===== src/rtl/nes_joypad_port_if.sv =====
`default_nettype none
// ============================================================================
// Module      : nes_joypad_port_if
// Description : Bundle of gamepad snapshot inputs and NES CPU port signals
//               for nes_joypad_port. The slave side is the port block; the
//               master side is whatever drives it (gamepad readers + CPU).
// Revision    : 1.0 - initial release
// ============================================================================
interface nes_joypad_port_if;
  logic [7:0] i_p1_buttons;
  logic       i_p1_valid;
  logic [7:0] i_p2_buttons;
  logic       i_p2_valid;
  logic       i_cpu_strobe_we;
  logic       i_cpu_wdata0;
  logic       i_cpu_rd;
  logic       i_cpu_rd_port;
  logic       o_cpu_rdata;
  logic       o_p1_connected;
  logic       o_p2_connected;

  modport slave (
    input  i_p1_buttons, i_p1_valid, i_p2_buttons, i_p2_valid,
    input  i_cpu_strobe_we, i_cpu_wdata0, i_cpu_rd, i_cpu_rd_port,
    output o_cpu_rdata, o_p1_connected, o_p2_connected
  );

  modport master (
    output i_p1_buttons, i_p1_valid, i_p2_buttons, i_p2_valid,
    output i_cpu_strobe_we, i_cpu_wdata0, i_cpu_rd, i_cpu_rd_port,
    input  o_cpu_rdata, o_p1_connected, o_p2_connected
  );
endinterface
`default_nettype wire


===== src/rtl/nes_joypad_port.sv =====
`default_nettype none
// ============================================================================
// Module      : nes_joypad_port
// Description : NES $4016/$4017 controller ports for two players. Captures
//               button snapshots on the rising edge of each player's valid
//               level, filters opposing D-pad presses, serves them through
//               the strobe-and-shift protocol and flags silent controllers.
// Revision    : 1.0 - initial release
// ============================================================================
module nes_joypad_port #(
  parameter int TIMEOUT_CYCLES = 1350000,
  parameter bit MASK_OPPOSING  = 1'b1
) (
  input  logic               i_clk,
  input  logic               i_rst_n,
  nes_joypad_port_if.slave   bus
);

  localparam int                WD_W     = $clog2(TIMEOUT_CYCLES + 1);
  localparam logic [WD_W-1:0]   c_wd_max = WD_W'(TIMEOUT_CYCLES);

  logic [7:0] w_btn   [2];
  logic       w_valid [2];
  logic [1:0] w_sh0;
  logic [1:0] w_conn;

  logic       strobe_q;
  logic       rdata_q;

  assign w_btn[0]   = bus.i_p1_buttons;
  assign w_btn[1]   = bus.i_p2_buttons;
  assign w_valid[0] = bus.i_p1_valid;
  assign w_valid[1] = bus.i_p2_valid;

  // Drops Up+Down and Left+Right pairs; a real pad cannot press both.
  function automatic logic [7:0] mask_dpad(input logic [7:0] b);
    logic [7:0] r;
    r = b;
    if (MASK_OPPOSING) begin
      if (b[4] && b[5]) r[5:4] = 2'b00;
      if (b[6] && b[7]) r[7:6] = 2'b00;
    end
    return r;
  endfunction

  generate
    for (genvar p = 0; p < 2; p++) begin : g_player
      logic            valid_q;
      logic [7:0]      held_q;
      logic [7:0]      sh_q;
      logic [WD_W-1:0] wd_q;
      logic            conn_q;
      logic            w_capture;
      logic            w_rd_sel;
      logic [WD_W-1:0] w_wd_inc;

      assign w_capture = w_valid[p] & ~valid_q;
      assign w_rd_sel  = bus.i_cpu_rd & (bus.i_cpu_rd_port == 1'(p));
      assign w_wd_inc  = wd_q + 1'b1;
      assign w_sh0[p]  = sh_q[0];
      assign w_conn[p] = conn_q;

      // Snapshot capture, watchdog and the serial shift register of one pad.
      always_ff @(posedge i_clk or negedge i_rst_n) begin
        if (!i_rst_n) begin
          valid_q <= 1'b0;
          held_q  <= 8'h00;
          sh_q    <= 8'h00;
          wd_q    <= '0;
          conn_q  <= 1'b0;
        end else begin
          valid_q <= w_valid[p];

          // A capture wins over a timeout landing on the same edge.
          if (w_capture) begin
            held_q <= mask_dpad(w_btn[p]);
            wd_q   <= '0;
            conn_q <= 1'b1;
          end else if (wd_q != c_wd_max) begin
            wd_q <= w_wd_inc;
            if (w_wd_inc == c_wd_max) begin
              held_q <= 8'h00;
              conn_q <= 1'b0;
            end
          end

          // Reload uses the pre-edge held value, so a fresh capture shows up
          // in the shifter one edge later.
          if (strobe_q) begin
            sh_q <= held_q;
          end else if (w_rd_sel) begin
            sh_q <= {1'b1, sh_q[7:1]};
          end
        end
      end
    end
  endgenerate

  // Strobe latch shared by both ports; reads on the same edge see the old value.
  always_ff @(posedge i_clk or negedge i_rst_n) begin
    if (!i_rst_n) begin
      strobe_q <= 1'b0;
    end else if (bus.i_cpu_strobe_we) begin
      strobe_q <= bus.i_cpu_wdata0;
    end
  end

  // Registered read data, held until the next read of either port.
  always_ff @(posedge i_clk or negedge i_rst_n) begin
    if (!i_rst_n) begin
      rdata_q <= 1'b0;
    end else if (bus.i_cpu_rd) begin
      rdata_q <= w_sh0[bus.i_cpu_rd_port];
    end
  end

  assign bus.o_cpu_rdata    = rdata_q;
  assign bus.o_p1_connected = w_conn[0];
  assign bus.o_p2_connected = w_conn[1];

endmodule
`default_nettype wire

===== src/flat_wrapper.sv =====
// flat-port wrapper written by rule: the top's interface ports become plain ports
module nes_joypad_port_flat 
#(
  parameter int TIMEOUT_CYCLES = 1350000,
  parameter bit MASK_OPPOSING  = 1'b1
)
  (i_clk, i_rst_n, bus_i_p1_buttons, bus_i_p1_valid, bus_i_p2_buttons, bus_i_p2_valid, bus_i_cpu_strobe_we, bus_i_cpu_wdata0, bus_i_cpu_rd, bus_i_cpu_rd_port, bus_o_cpu_rdata, bus_o_p1_connected, bus_o_p2_connected);
  nes_joypad_port_if bus_i ();
  input  logic i_clk;
  input  logic i_rst_n;
  input wire logic [$bits(bus_i.i_p1_buttons)-1:0] bus_i_p1_buttons;
  input wire logic [$bits(bus_i.i_p1_valid)-1:0] bus_i_p1_valid;
  input wire logic [$bits(bus_i.i_p2_buttons)-1:0] bus_i_p2_buttons;
  input wire logic [$bits(bus_i.i_p2_valid)-1:0] bus_i_p2_valid;
  input wire logic [$bits(bus_i.i_cpu_strobe_we)-1:0] bus_i_cpu_strobe_we;
  input wire logic [$bits(bus_i.i_cpu_wdata0)-1:0] bus_i_cpu_wdata0;
  input wire logic [$bits(bus_i.i_cpu_rd)-1:0] bus_i_cpu_rd;
  input wire logic [$bits(bus_i.i_cpu_rd_port)-1:0] bus_i_cpu_rd_port;
  output wire logic [$bits(bus_i.o_cpu_rdata)-1:0] bus_o_cpu_rdata;
  output wire logic [$bits(bus_i.o_p1_connected)-1:0] bus_o_p1_connected;
  output wire logic [$bits(bus_i.o_p2_connected)-1:0] bus_o_p2_connected;
  assign bus_i.i_p1_buttons = bus_i_p1_buttons;
  assign bus_i.i_p1_valid = bus_i_p1_valid;
  assign bus_i.i_p2_buttons = bus_i_p2_buttons;
  assign bus_i.i_p2_valid = bus_i_p2_valid;
  assign bus_i.i_cpu_strobe_we = bus_i_cpu_strobe_we;
  assign bus_i.i_cpu_wdata0 = bus_i_cpu_wdata0;
  assign bus_i.i_cpu_rd = bus_i_cpu_rd;
  assign bus_i.i_cpu_rd_port = bus_i_cpu_rd_port;
  assign bus_o_cpu_rdata = bus_i.o_cpu_rdata;
  assign bus_o_p1_connected = bus_i.o_p1_connected;
  assign bus_o_p2_connected = bus_i.o_p2_connected;
  nes_joypad_port #(.TIMEOUT_CYCLES(TIMEOUT_CYCLES), .MASK_OPPOSING(MASK_OPPOSING)) u_core (.i_clk(i_clk), .i_rst_n(i_rst_n), .bus(bus_i));
endmodule

===== config.mk =====
export PLATFORM = sky130hd
export DESIGN_NAME = nes_joypad_port_flat
export DESIGN_NICKNAME = d
export VERILOG_FILES = /design/src/rtl/nes_joypad_port_if.sv /design/src/rtl/nes_joypad_port.sv /design/src/flat_wrapper.sv
export SDC_FILE = /design/constraint.sdc
export NUM_CORES = 1
export LEC_CHECK = 0
export BUFFER_PORTS_ARGS = -buffer_cell sky130_fd_sc_hd__buf_4
export CORE_UTILIZATION = 45
export CTS_CLUSTER_DIAMETER = 100
export DETAILED_ROUTE_END_ITERATION = 8
export SLEW_MARGIN = 30
export SYNTH_ARGS = -nofsm -noshare
export SYNTH_HDL_FRONTEND = slang
export SYNTH_SLANG_ARGS = --single-unit
export TNS_END_PERCENT = 20

===== constraint.sdc =====
create_clock -name i_clk -period 3 [get_ports i_clk]
set_input_delay 0.15 -clock i_clk [delete_from_list [all_inputs] [get_ports i_clk]]
set_output_delay 0.15 -clock i_clk [all_outputs]
set_load 0.005 [all_outputs]

### Yosys cells after proc, flatten, opt, wreduce, memory -nomap -nowiden

Cells that the tools add are included.

| cells by class | value |
|---|---|
| add/sub/neg operators | 2 |
| order comparisons | 1 |
| equality and inequality tests | 4 |
| muxes and demuxes | 26 |
| bitwise logic cells | 7 |
| reduce and logical (&&, ||, !) cells | 12 |

Operator list:

| operator | count |
|---|---|
| $mux W21 | 4 |
| $mux W8 | 10 |
| $add A21 B1 Y21 const B | 2 |
| $eq A21 B21 Y1 const B | 2 |
| $ne A21 B21 Y1 const B | 2 |
| $reduce_bool A2 Y1 | 6 |
| $mux W1 | 8 |
| $mux W2 | 4 |
| $and A1 B1 Y1 | 4 |
| $logic_and A1 B1 Y1 | 4 |
| $reduce_and A2 Y1 | 2 |
| $not A1 Y1 | 3 |
| $lt A1 B2 Y1 const B | 1 |

| word-level totals | value |
|---|---|
| register bits after elaboration | 80 |
| input port bits | 24 |
| output and inout port bits | 3 |
| word-level logic and storage cells | 64 |

### Longest topological paths before layout

Gate-level depths: netlist (run 1).

| logic depth | value |
|---|---|
| depth in word-level cells | 5 |
| gate-level depth with buffers | 9 |

### Worst setup path before layout (run 1)

Ideal clock, no wire load.

| timing | value |
|---|---|
| kind | reg2reg |
| start point | reg u_core.g_player[1].wd_q[0] |
| end point | reg u_core.g_player[1].conn_q, in the netlist u_core.bus.o_p2_connected |
| library setup time | 126 ps |
| data arrival time | 2301 ps |
| data required time | 2874 ps |
| path slack | 573 ps |
| cell stages (with the launch flop) | 8 |
| buffers on the path | 0 |
| clock period less this slack | 2427 ps |
| cells stage by stage | dfrtp_1 > ha_1 > nand3_1 > or3_4 > nor4_4 > xnor2_1 > or4_1 > o32a_1 |

| between the ends | value |
|---|---|
| cells in the longest elaborated chain, start to end | 4 |
| elaborated cells between the ends (all ways) | 6 |
| classes of those cells | add/sub (1); eq/ne (2); reduce/logical (3) |

RTL lines:

| element | line | text |
|---|---|---|
| start, declared | nes_joypad_port.sv:51 | `logic [WD_W-1:0] wd_q;` |
| start signal, assigned | nes_joypad_port.sv:80 | `wd_q <= w_wd_inc;` |
| $add A21 B1 Y21 | nes_joypad_port.sv:59 | `assign w_wd_inc = wd_q + 1'b1;` |
| $eq A21 B21 Y1 | nes_joypad_port.sv:81 | `if (w_wd_inc == c_wd_max) begin` |
| $reduce_bool A2 Y1 (no line) | - |  |
| $reduce_and A2 Y1 (no line) (*) | - |  |
| end signal, assigned | nes_joypad_port.sv:70 | `conn_q <= 1'b0;` |
| end signal, assigned | nes_joypad_port.sv:78 | `conn_q <= 1'b1;` |
| end signal, assigned | nes_joypad_port.sv:83 | `conn_q <= 1'b0;` |
| end, declared | nes_joypad_port.sv:52 | `logic conn_q;` |

Every way passes the cells marked *; elsewhere a longest branch is shown, timed or not.
A chain may end at the register's enable or synchronous reset.

### Final worst setup path (run 1)

| timing | value |
|---|---|
| start point | reg u_core.g_player[1].wd_q[0] |
| end point | reg u_core.g_player[1].held_q[0] |

| between the ends | value |
|---|---|
| cells in the longest elaborated chain, start to end | 4 |
| elaborated cells between the ends (all ways) | 6 |
| classes of those cells | add/sub (1); eq/ne (2); reduce/logical (3) |

RTL lines:

| element | line | text |
|---|---|---|
| $add A21 B1 Y21 | nes_joypad_port.sv:59 |  |
| $eq A21 B21 Y1 | nes_joypad_port.sv:81 |  |
| $reduce_bool A2 Y1 (no line) | - |  |
| $reduce_and A2 Y1 (no line) (*) | - |  |
| end signal, assigned | nes_joypad_port.sv:76 | `held_q <= mask_dpad(w_btn[p]);` |
| end, declared | nes_joypad_port.sv:49 | `logic [7:0] held_q;` |

Marks and branches as above.

==> impl_metrics.csv, run 1 <==
group,metric,value,unit
power,power_leakage,2.16,nW
timing,min_period,2.69,ns
drt,vias,3697,
timing,worst_pin_slew,0.840,ns
floorplan,die_w,103,µm
global_route,track_usage,20.8,%
timing,clock_skew,0.0125,ns
drt,drt_wl_total,10100,µm
timing,hold_violations,0,
clock_tree,h-tree-depth,3,
floorplan,io_pins,27,
layout,syn2layout_area_growth,12.5,%
drt,avgRoutedWirePerCell,15.1,µm
run_status,status,"completed",
timing,slew_headroom,44.0,%
power,ir_drop,365,µV
floorplan,die_area,10500,µm²
logic_synthesis,synth-compound-area-share,13.5,%
critical_path,path_class,"flop to flop",
timing,setup_violations,0,
logic_synthesis,synthXorXnorAreaFrac,6.73,%
critical_path,critPathArrivalTime,2.93,ns
placement,postPlaceCellArea,4890,µm²
layout,final_cell_mix,"dfrtp_1 (80), nor2_1 (55), o21ai_0 (40)",
floorplan,fp.dieH,103,µm
drt,first_iter_violations,189,
floorplan,core,9770,µm²
critical_path,cp-end-kind,"flop",
clock_tree,clockBufferDepth,2,
logic_synthesis,yosys_warnings,0,
logic_synthesis,synth_seq_cells,80,
critical_path,crit_required,3.24,ns
drt,drc_errors,0,
placement,io_buffers,26,
clock_tree,post_cts_buffers,0,
critical_path,crit_fanout,8,
global_route,grt_overflow,0,
layout,diodes,0,
logic_synthesis,synth_adder_area_share,1.65,%
logic_synthesis,synthesis.nets,535,
logic_synthesis,synth_area,4550,µm²
clock_tree,clock_tree.root_cell,"clkbuf_8",
clock_tree,insertion_delay,0.35,ns
drt,dr.pass1.iters,4,
timing,rsz0062_at_grt,"no",
global_route,grt_max_degree,81,
drt,vias_per_cell,5.55,
global_route,antenna_found_initial,0,
logic_synthesis,yosysSeqAreaShare,44.0,%
clock_tree,cts_hold_buf,4,
logic_synthesis,async_reset_ff_share,100,%
logic_synthesis,synthSimpleGateAreaFrac,25.0,%
logic_synthesis,netlist-cell-type-count,61,
clock_tree,cts_tree,"built",
logic_synthesis,synth_edf_count,0,
global_route,grt_pass1_wl,17000,µm
logic_synthesis,syn_inst,505,
logic_synthesis,synth_mux_area_share,3.79,%
layout,post-route-util,52.4,%
timing,period_share,89.8,%
layout,layout.cells.most_common,"dfrtp_1",
timing,setup_tns,0,ns
clock_tree,post_cts_resized,0,
flow_run,maxCapViolations,0,
drt,ant_nets,0,
logic_synthesis,synth_top_cell_area_share,44.0,%
min_path,holdCritPathClass,"input pin to flop",
layout,drive_above_1_share,12.9,%
logic_synthesis,synth_top_family_by_area,"simple AND/OR/NAND/NOR gates",
layout,nets,558,
clock_tree,cts_inserted_buffers,9,
clock_tree,cts.sinks,80,
logic_synthesis,yosys.area.top_type,"dfrtp_1",
timing,max_freq,0.371,GHz
clock_tree,clkSlewWorstSetupHoldPaths,0.09,ns
power,powerDensity,470,nW/µm²
logic_synthesis,synth_area_leaders,"dfrtp_1 (44%), xnor2_1 (4.6%), nor2_1 (4.5%), o21ai_0 (4.4%), mux2i_1 (3.3%)",
floorplan,start_util,46.6,%
floorplan,row_count,36,
logic_synthesis,ys.flop_type,"dfrtp_1",
layout,multi_input_comb_area,2310,µm²
global_route,grt_pass1_vias,3502,
placement,place_hpwl,7050,µm
logic_synthesis,syn_area_per_cell,9.02,µm²
critical_path,startpoint_type,"flop",
layout,seqCellArea,2000,µm²
layout,fin_area,5120,µm²
placement,gp_congestion,0.919,
layout,fillerInstances,897,
timing,slew_viol_final,0,
[cells in the mapped netlist (3+ instances only)]
master,instances
a21oi_1,13
a22oi_1,10
and2_1,5
and3_1,5
and4_1,4
buf_2,10
clkbuf_1,17
dfrtp_1,80
ha_1,6
inv_1,29
mux2i_1,15
nand2_1,39
nand2b_1,7
nand3_1,16
nand3b_1,7
nand4_1,14
nor2_1,55
nor2b_1,5
nor3_1,16
nor3b_1,6
nor4_1,17
o2111ai_1,3
o21ai_0,40
or2_2,3
or3_1,3
or4_1,4
xnor2_1,24
xor2_1,11
[sequential cells by signal (all words and copies together), names as in the netlist]
| name | cells |
|---|---|
| u_core.bus.o_p2_connected | 1 |
| u_core.bus.o_cpu_rdata | 1 |
| u_core.g_player.sh_q | 16 |
| u_core.strobe_q | 1 |
| u_core.g_player.wd_q | 42 |
| u_core.bus.o_p1_connected | 1 |
| u_core.g_player.valid_q | 2 |
| u_core.g_player.held_q | 16 |
[path summary, 6_finish.rpt]
| path | startpoint | endpoint | slack, ns | depth (start not counted) |
|---|---|---|---|---|
| hold reg to reg | u_core.bus.o_p2_connected | u_core.bus.o_p2_connected | 0.51 | 1 |
| hold / removal | bus_i_cpu_wdata0 | u_core.strobe_q | 0.03 | 2 |
| setup reg to reg | u_core.g_player[1].wd_q[0] | u_core.g_player[1].held_q[0] | 0.31 | 8 |
| setup / recovery | u_core.g_player[1].wd_q[0] | u_core.g_player[1].held_q[0] | 0.31 | 8 |
| max in group asynchronous | i_rst_n | u_core.g_player[0].wd_q[18] | 2.09 | 2 |
| min in group asynchronous | i_rst_n | u_core.g_player[1].sh_q[7] | 0.40 | 2 |
[layer usage]
layer  GRT usage [%]  share of wire (%)
met5               0                  0
met4            6.37                1.4
met3            4.34                3.7
met2            36.0                 49
met1            25.9                 46
[cell type report]
| type | instances | area share, % |
|---|---|---|
| repair buffers | 43 | 6.57 |
| clock buffers | 9 | 2.42 |
| well taps | 133 | 3.25 |
| inverters | 29 | 2.13 |
| flip-flops and latches | 80 | 39.1 |
| clock inverters | 7 | 1.37 |
| multi-input cells | 365 | 45.2 |
[power by group]
part           total [mW]  switching [mW]  internal [mW]
Sequential           1.33           0.141           1.18
Clock               0.767           0.444          0.323
Combinational       0.314           0.162          0.152
[kinds of logic (layout without fill, tap and decap cells)]
group | count (synthesis) | count (layout)
adders and majority gates | 6 | 6
xor gates and xnor gates | 35 | 35
AOI/OAI and AO/OA | 93 | 93
buffers and inverters | 60 | 88
muxes | 17 | 17
DFF | 80 | 80
and+or+nand+nor | 214 | 214
[stage by stage]
stage	setup WS [ns]	hold WS (ns)	power, mW	cells
final	0.307	0.0259	2.41	666
after detailed placement	0.343	0.241	1.66	646
after global routing	0.0759	0.0140	2.56	666
after CTS	0.329	0.00911	2.45	666
after floorplan	0.573	-0.146	1.54	505
after global placement	0.423	0.274	1.65	646
[worst max-delay path, cell delays in order (launching register included)]
cell and delay (ns):
dfrtp_1 0.47, ha_1 0.29, nand3_1 0.18, or4_1 0.62, nor3_1 0.30, o2111ai_1 0.17
o41ai_2 0.25, buf_4 0.21, o21ai_0 0.08
(Power assumes the default switching activity.)
==> run 2: changes to the inputs <==
--- a/config.mk
+++ b/config.mk
@@ -5,6 +5,7 @@
 export SDC_FILE = /design/constraint.sdc
 export NUM_CORES = 1
 export LEC_CHECK = 0
+export ABC_AREA = 1
 export BUFFER_PORTS_ARGS = -buffer_cell sky130_fd_sc_hd__buf_4
 export CORE_UTILIZATION = 45
 export CTS_CLUSTER_DIAMETER = 100
==> impl_metrics.csv, run 2 <==
group,metric,value,unit
run_status,status,"completed",
critical_path,crit_required,3.24,ns
placement,place_hpwl,6620,µm
drt,first_iter_violations,136,
drt,avgRoutedWirePerCell,12.0,µm
critical_path,critPathArrivalTime,2.33,ns
critical_path,path_common_cell,"nand2_1",
global_route,track_usage,20.7,%
floorplan,die_area,9910,µm²
global_route,grt_pass1_vias,3633,
critical_path,startpoint_type,"flop",
layout,seqCellArea,2000,µm²
min_path,min-delay-start,"bus_i_p2_buttons[0]",
min_path,holdCritPathClass,"input pin to flop",
global_route,antenna_found_initial,0,
critical_path,crit_start,"u_core.g_player[1].wd_q[1]",
clock_tree,clockBufferDepth,2,
flow_run,maxCapViolations,0,
logic_synthesis,syn_inst,590,
drt,ant_nets,0,
clock_tree,clock_tree.root_cell,"clkbuf_8",
floorplan,core,9240,µm²
timing,max_freq,0.480,GHz
logic_synthesis,yosys_warnings,0,
logic_synthesis,synth_area_leaders,"dfrtp_1 (47%), nand2_1 (16%), nor2_1 (8.5%), nand3_1 (7.0%), inv_1 (6.3%)",
floorplan,row_count,35,
critical_path,cp-end-kind,"flop",
clock_tree,insertion_delay,0.36,ns
timing,min_period,2.08,ns
layout,diodes,0,
critical_path,slowest_delay,0.41,ns
logic_synthesis,synthesis.nets,620,
critical_path,crit_fanout,9,
layout,finalNonFillerCells,768,
logic_synthesis,yosys.cell_count.top_type,"nand2_1",
logic_synthesis,synth_seq_cells,80,
logic_synthesis,netlist-cell-type-count,28,
timing,setup_violations,0,
floorplan,fp.dieH,99.5,µm
global_route,grt_pass1_wl,16300,µm
clock_tree,cts_tree,"built",
timing,slew_headroom,52.6,%
logic_synthesis,yosysSeqAreaShare,46.8,%
timing,clock_skew,0.0211,ns
drt,vias_per_cell,4.81,
floorplan,die_w,99.5,µm
timing,period_share,69.4,%
logic_synthesis,async_reset_ff_share,100,%
global_route,grt_overflow,0,
logic_synthesis,synth_top_cell_area_share,46.8,%
clock_tree,post_cts_buffers,0,
logic_synthesis,yosys.area.top_type,"dfrtp_1",
timing,worst_pin_slew,0.711,ns
timing,rsz0062_at_grt,"no",
layout,post-route-util,54.2,%
timing,slew_viol_final,0,
layout,final_cell_mix,"nand2_1 (178), nor2_1 (95), dfrtp_1 (80)",
drt,drc_errors,0,
critical_path,path_class,"flop to flop",
critical_path,crit_slowest_cell,"dfrtp_1",
clock_tree,cts.sinks,80,
logic_synthesis,ys.flop_type,"dfrtp_1",
logic_synthesis,syn_area_per_cell,7.26,µm²
placement,gp_congestion,0.861,
layout,syn2layout_area_growth,16.9,%
layout,largest_register_ffs,42,
power,power_leakage,2.35,nW
critical_path,crit_buf_inv,0,
timing,setup_tns,0,ns
critical_path,r2r-start,"u_core.g_player[1].wd_q[1]",
clock_tree,h-tree-depth,3,
layout,regMostFlops,"u_core.g_player.wd_q",
critical_path,worstPathCellList,"ha_1 -> nand2_1 -> nor2_4 -> nand2_1 -> nand2_1 -> nand2_1 -> nor2_1 -> nand2_1 -> nor2_1 -> nand2_1 -> nor2_1 -> nand2_1 -> nand2_2 -> nand2_4 -> nand2_1 -> nand2_1",
drt,drt_wl_total,9240,µm
logic_synthesis,netlist_top_cells_count,"nand2_1 (178), nor2_1 (97), dfrtp_1 (80), inv_1 (72), nand3_1 (60)",
floorplan,start_util,46.3,%
critical_path,critPathTopFamily,"simple AND/OR/NAND/NOR gates",
global_route,grt_max_degree,81,
clock_tree,clkSlewWorstSetupHoldPaths,0.08,ns
drt,dr.pass1.iters,4,
logic_synthesis,synth_area,4280,µm²
layout,drive_above_1_share,9.39,%
layout,layout.cells.most_common,"nand2_1",
timing,hold_violations,0,
clock_tree,post_cts_resized,0,
layout,nets,665,
power,ir_drop,243,µV
power,powerDensity,515,nW/µm²
floorplan,io_pins,27,
logic_synthesis,synth_edf_count,0,
layout,multi_input_comb_area,1980,µm²
layout,fillerInstances,904,
layout,reg_top3,"u_core.g_player.wd_q x42, u_core.g_player.held_q x16, u_core.g_player.sh_q x16",
placement,dp_cells,741,
timing,whs,0.0137,ns
clock_tree,cts_inserted_buffers,9,
drt,vias,3696,
placement,io_buffers,26,
clock_tree,cts_hold_buf,12,
power,power,2.58,mW
run 2: cell count changes after synthesis, moves of 7 or more:
| cell | previous run | this run |
|---|---|---|
| a22oi_1 | 10 | 0 |
| nor2_1 | 55 | 97 |
| nor3_1 | 16 | 7 |
| clkbuf_1 | 17 | 8 |
| inv_1 | 29 | 72 |
| nand2b_1 | 7 | 0 |
| mux2i_1 | 15 | 0 |
| nor4_1 | 17 | 4 |
| nand3_1 | 16 | 60 |
| o21ai_0 | 40 | 14 |
| buf_2 | 10 | 0 |
| xnor2_1 | 24 | 2 |
| nand2_1 | 39 | 178 |
run 2: final cells by class:
class / instances / area share, %
Multi-Input combinational cell: 428 / 39.5
Sequential cell: 80 / 40.0
Inverter: 74 / 5.55
Timing Repair Buffer: 42 / 6.97
Clock inverter: 6 / 2.30
Tap cell: 129 / 3.22
Clock buffer: 9 / 2.47
run 2: stage by stage:
stage / worst slack [ns] / instance area (µm²)
floorplan: 1.23 / 4280
global placement: 0.945 / 4640
detailed placement: 0.902 / 4650
CTS: 0.898 / 5010
global route: 0.640 / 5010
finish: 0.918 / 5010
run 2: worst min-delay path, cell delays in order:
cell and delay (ns):
buf_4 0.08, nand2_1 0.04, nand2_1 0.06
run 2: final timing paths:
check                                               endpoint  slack, ns  cells after the start
worst max-delay path            u_core.g_player[1].held_q[0]       0.92                     16
worst min-delay path            u_core.g_player[1].held_q[0]       0.01                      3
worst max register to register  u_core.g_player[1].held_q[0]       0.92                     16
worst min register to register  u_core.g_player[1].held_q[3]       0.48                      2
max in group asynchronous        u_core.g_player[0].wd_q[18]       2.12                      2
min in group asynchronous        u_core.g_player[1].wd_q[14]       0.38                      2
run 2: logic make-up after synthesis:
| logic type | after synthesis | synth area share, % |
|---|---|---|
| AOI/OAI and AO/OA | 37 | 4.91 |
| adders and majority gates | 6 | 1.75 |
| DFF | 80 | 46.8 |
| xor gates and xnor gates | 12 | 2.45 |
| buffers and inverters | 82 | 7.19 |
| and+or+nand+nor | 373 | 36.9 |
run 2: power breakdown:
part	switching [mW]	internal [mW]
registers	0.0913	1.19
logic	0.193	0.139
clock network	0.412	0.554
run 2: per-layer routing:
metal	part of all wire, %	vias to the layer above	GRT usage, %
li1	-	1949	-
met1	50	1680	28.0
met2	45	52	33.8
met3	2.6	15	2.95
met4	2.1	0	7.58
met5	0	-	0
==> run 3: changes to the inputs <==
--- a/config.mk
+++ b/config.mk
@@ -5,7 +5,7 @@
 export SDC_FILE = /design/constraint.sdc
 export NUM_CORES = 1
 export LEC_CHECK = 0
-export ABC_AREA = 1
+export ABC_AREA = 0
 export BUFFER_PORTS_ARGS = -buffer_cell sky130_fd_sc_hd__buf_4
 export CORE_UTILIZATION = 45
 export CTS_CLUSTER_DIAMETER = 100
==> constraint.sdc (replaced) <==
create_clock -name i_clk -period 2 [get_ports i_clk]
set_input_delay 0.1 -clock i_clk [delete_from_list [all_inputs] [get_ports i_clk]]
set_output_delay 0.1 -clock i_clk [all_outputs]
set_load 0.005 [all_outputs]
==> impl_metrics.csv, run 3 (same netlist as run 1, synthesis figures left out) <==
group,metric,value,unit
run_status,status,"complete, but fails checks",
run_status,failed_checks,"negative setup slack",
placement,io_buffers,26,
floorplan,fp.dieH,103,µm
floorplan,start_util,46.6,%
clock_tree,insertion_delay,0.35,ns
layout,reg_top3,"u_core.g_player.wd_q x42, u_core.g_player.held_q x16, u_core.g_player.sh_q x16",
timing,slew_headroom,69.1,%
drt,dr.pass1.iters,4,
timing,setup_violations,29,
floorplan,io_pins,27,
power,powerDensity,630,nW/µm²
floorplan,core,9770,µm²
critical_path,cp-end-kind,"flop",
min_path,whs_path_depth,3,
placement,place_ws,-0.400,ns
layout,regMostFlops,"u_core.g_player.wd_q",
timing,setup_ws,-0.290,ns
placement,place_hpwl,8490,µm
layout,nets,668,
power,power_frac_seq,47.4,%
layout,largest_register_ffs,42,
layout,syn2layout_area_growth,42.1,%
drt,first_iter_violations,139,
power,clkPwrFrac,30.5,%
critical_path,regToRegEndpoint,"u_core.bus.o_p2_connected",
clock_tree,clock_tree.root_cell,"clkbuf_8",
timing,hold_violations,0,
power,combPwrFrac,22.1,%
critical_path,path_class,"flop to flop",
drt,vias,4236,
drt,ant_nets,0,
floorplan,die_w,103,µm
clock_tree,cts.sinks,80,
global_route,track_usage,25.7,%
layout,layout.cells.most_common,"buf_4",
critical_path,startpoint_type,"flop",
global_route,antenna_found_initial,0,
min_path,min-delay-start,"bus_i_p2_buttons[5]",
layout,diodes,0,
layout,fillerInstances,768,
global_route,grt_max_degree,31,
drt,drc_errors,0,
timing,slew_viol_final,0,
flow_run,maxCapViolations,0,
clock_tree,cts_inserted_buffers,9,
timing,clock_skew,0.00958,ns
placement,postPlaceCellArea,5650,µm²
global_route,grt_pass1_vias,4247,
timing,rsz0062_at_grt,"yes",
timing,min_period,2.29,ns
clock_tree,h-tree-depth,3,
clock_tree,clkSlewWorstSetupHoldPaths,0.09,ns
critical_path,r2r-start,"u_core.g_player[1].wd_q[1]",
power,switchingPower,1.24,mW
timing,max_freq,0.437,GHz
layout,drive_above_1_share,34.4,%
power,power,4.07,mW
placement,gp_congestion,0.915,
global_route,grt_overflow,0,
drt,avgRoutedWirePerCell,16.2,µm
floorplan,die_area,10500,µm²
clock_tree,cts_tree,"built",
timing,period_share,115,%
timing,worst_pin_slew,0.463,ns
floorplan,row_count,36,
critical_path,rr_worst_depth,7,
critical_path,rrSetupSlack,-0.29,ns
min_path,holdCritPathClass,"input pin to flop",
critical_path,crit_fanout,8,
layout,post-route-util,66.2,%
global_route,grt_pass1_wl,20600,µm
drt,drt_wl_total,12600,µm
drt,vias_per_cell,5.46,
critical_path,crit_required,2.23,ns
power,ir_drop,536,µV
power,internal-power,2.83,mW
layout,final_cell_mix,"buf_4 (129), dfrtp_1 (75), nor2_1 (55)",
critical_path,critPathArrivalTime,2.52,ns
power,power_leakage,2.94,nW
min_path,hold_path_end,"u_core.g_player[1].held_q[5]",
power,sw_frac_of_total,30.5,%
layout,fin_area,6470,µm²
clock_tree,clockBufferDepth,2,
## run 3: cell count changes in the layout (fill, tap and decap cells not counted), moves of 9 or more
cell     delta
buf_4     +100
nor2_1     -40
o21ai_2    +10
nand2_1   -140
mux2i_1    +15
nor4_4      +9
o21ai_0     +9
nand3_1    -47
a22oi_1    +10
xnor2_1    +21
inv_1      -43
## run 3: layout make-up
| cell class | instances | area (µm²) | area share, % |
|---|---|---|---|
| flip-flops and latches | 80 | 2010 | 31.0 |
| multi-input cells | 365 | 2760 | 42.6 |
| well taps | 133 | 166 | 2.57 |
| inverters | 29 | 109 | 1.68 |
| repair buffers | 153 | 1230 | 19.1 |
| clock buffers | 10 | 128 | 1.97 |
| clock inverters | 6 | 66.3 | 1.03 |
## run 3: metrics by stage
step / cells / hold WS [ns] / TNS [ns]
global placement: 729 / 0.0508 / -6.82
finish: 776 / 0.0337 / -3.85
detailed placement: 729 / 0.0527 / -7.68
CTS: 774 / 0.00831 / -3.36
floorplan: 505 / -0.196 / -3.48
global route: 776 / 0.0252 / -6.86
## run 3: how the worst max path moves through the flow
stage | start | end | slack, ns
floorplan | u_core.g_player[1].wd_q[1] | u_core.bus.o_p2_connected | -0.23
detailed placement | u_core.g_player[0].wd_q[0] | u_core.g_player[0].held_q[1] | -0.40
global route | u_core.g_player[1].wd_q[1] | u_core.bus.o_p2_connected | -0.41
finish | u_core.g_player[1].wd_q[1] | u_core.bus.o_p2_connected | -0.29
global placement | u_core.g_player[1].wd_q[1] | u_core.g_player[1].held_q[5] | -0.35
CTS | u_core.g_player[1].wd_q[0] | u_core.bus.o_p2_connected | -0.30
## run 3: critical path, cell delays in order (launching register included)
cell,delay (ns)
dfrtp_2,0.41
nand4_1,0.18
buf_6,0.20
nor4_4,0.29
and4_1,0.24
nor2_1,0.05
or4_1,0.51
o32a_1,0.29
## run 3: per-layer routing
layer	up-vias	GRT usage, %	wire length [µm]	share of wire, %
met5	-	0	0	0
met4	0	11.9	527	4.2
met3	39	4.95	489	3.9
met1	2031	31.7	5300	42
met2	114	43.6	6280	50
li1	2052	-	-	-
## run 3: power by group through the flow
stage	registers, mW	clock network, mW	logic, mW
floorplan	1.93	0	0.431
global placement	1.95	0	0.758
detailed placement	1.95	0	0.777
CTS	1.93	1.27	0.864
global route	1.95	1.35	0.998
finish	1.93	1.24	0.902
## run 3: timing repair
item | 4_1_cts | 5_1_grt
setup buffers | 15 | 1
setup endpoints to repair | 31 | 43
hold endpoints to repair | 39 | 1
resized for setup | 53 | 18
pin swaps | 22 | 10
hold buffers | 14 | 1
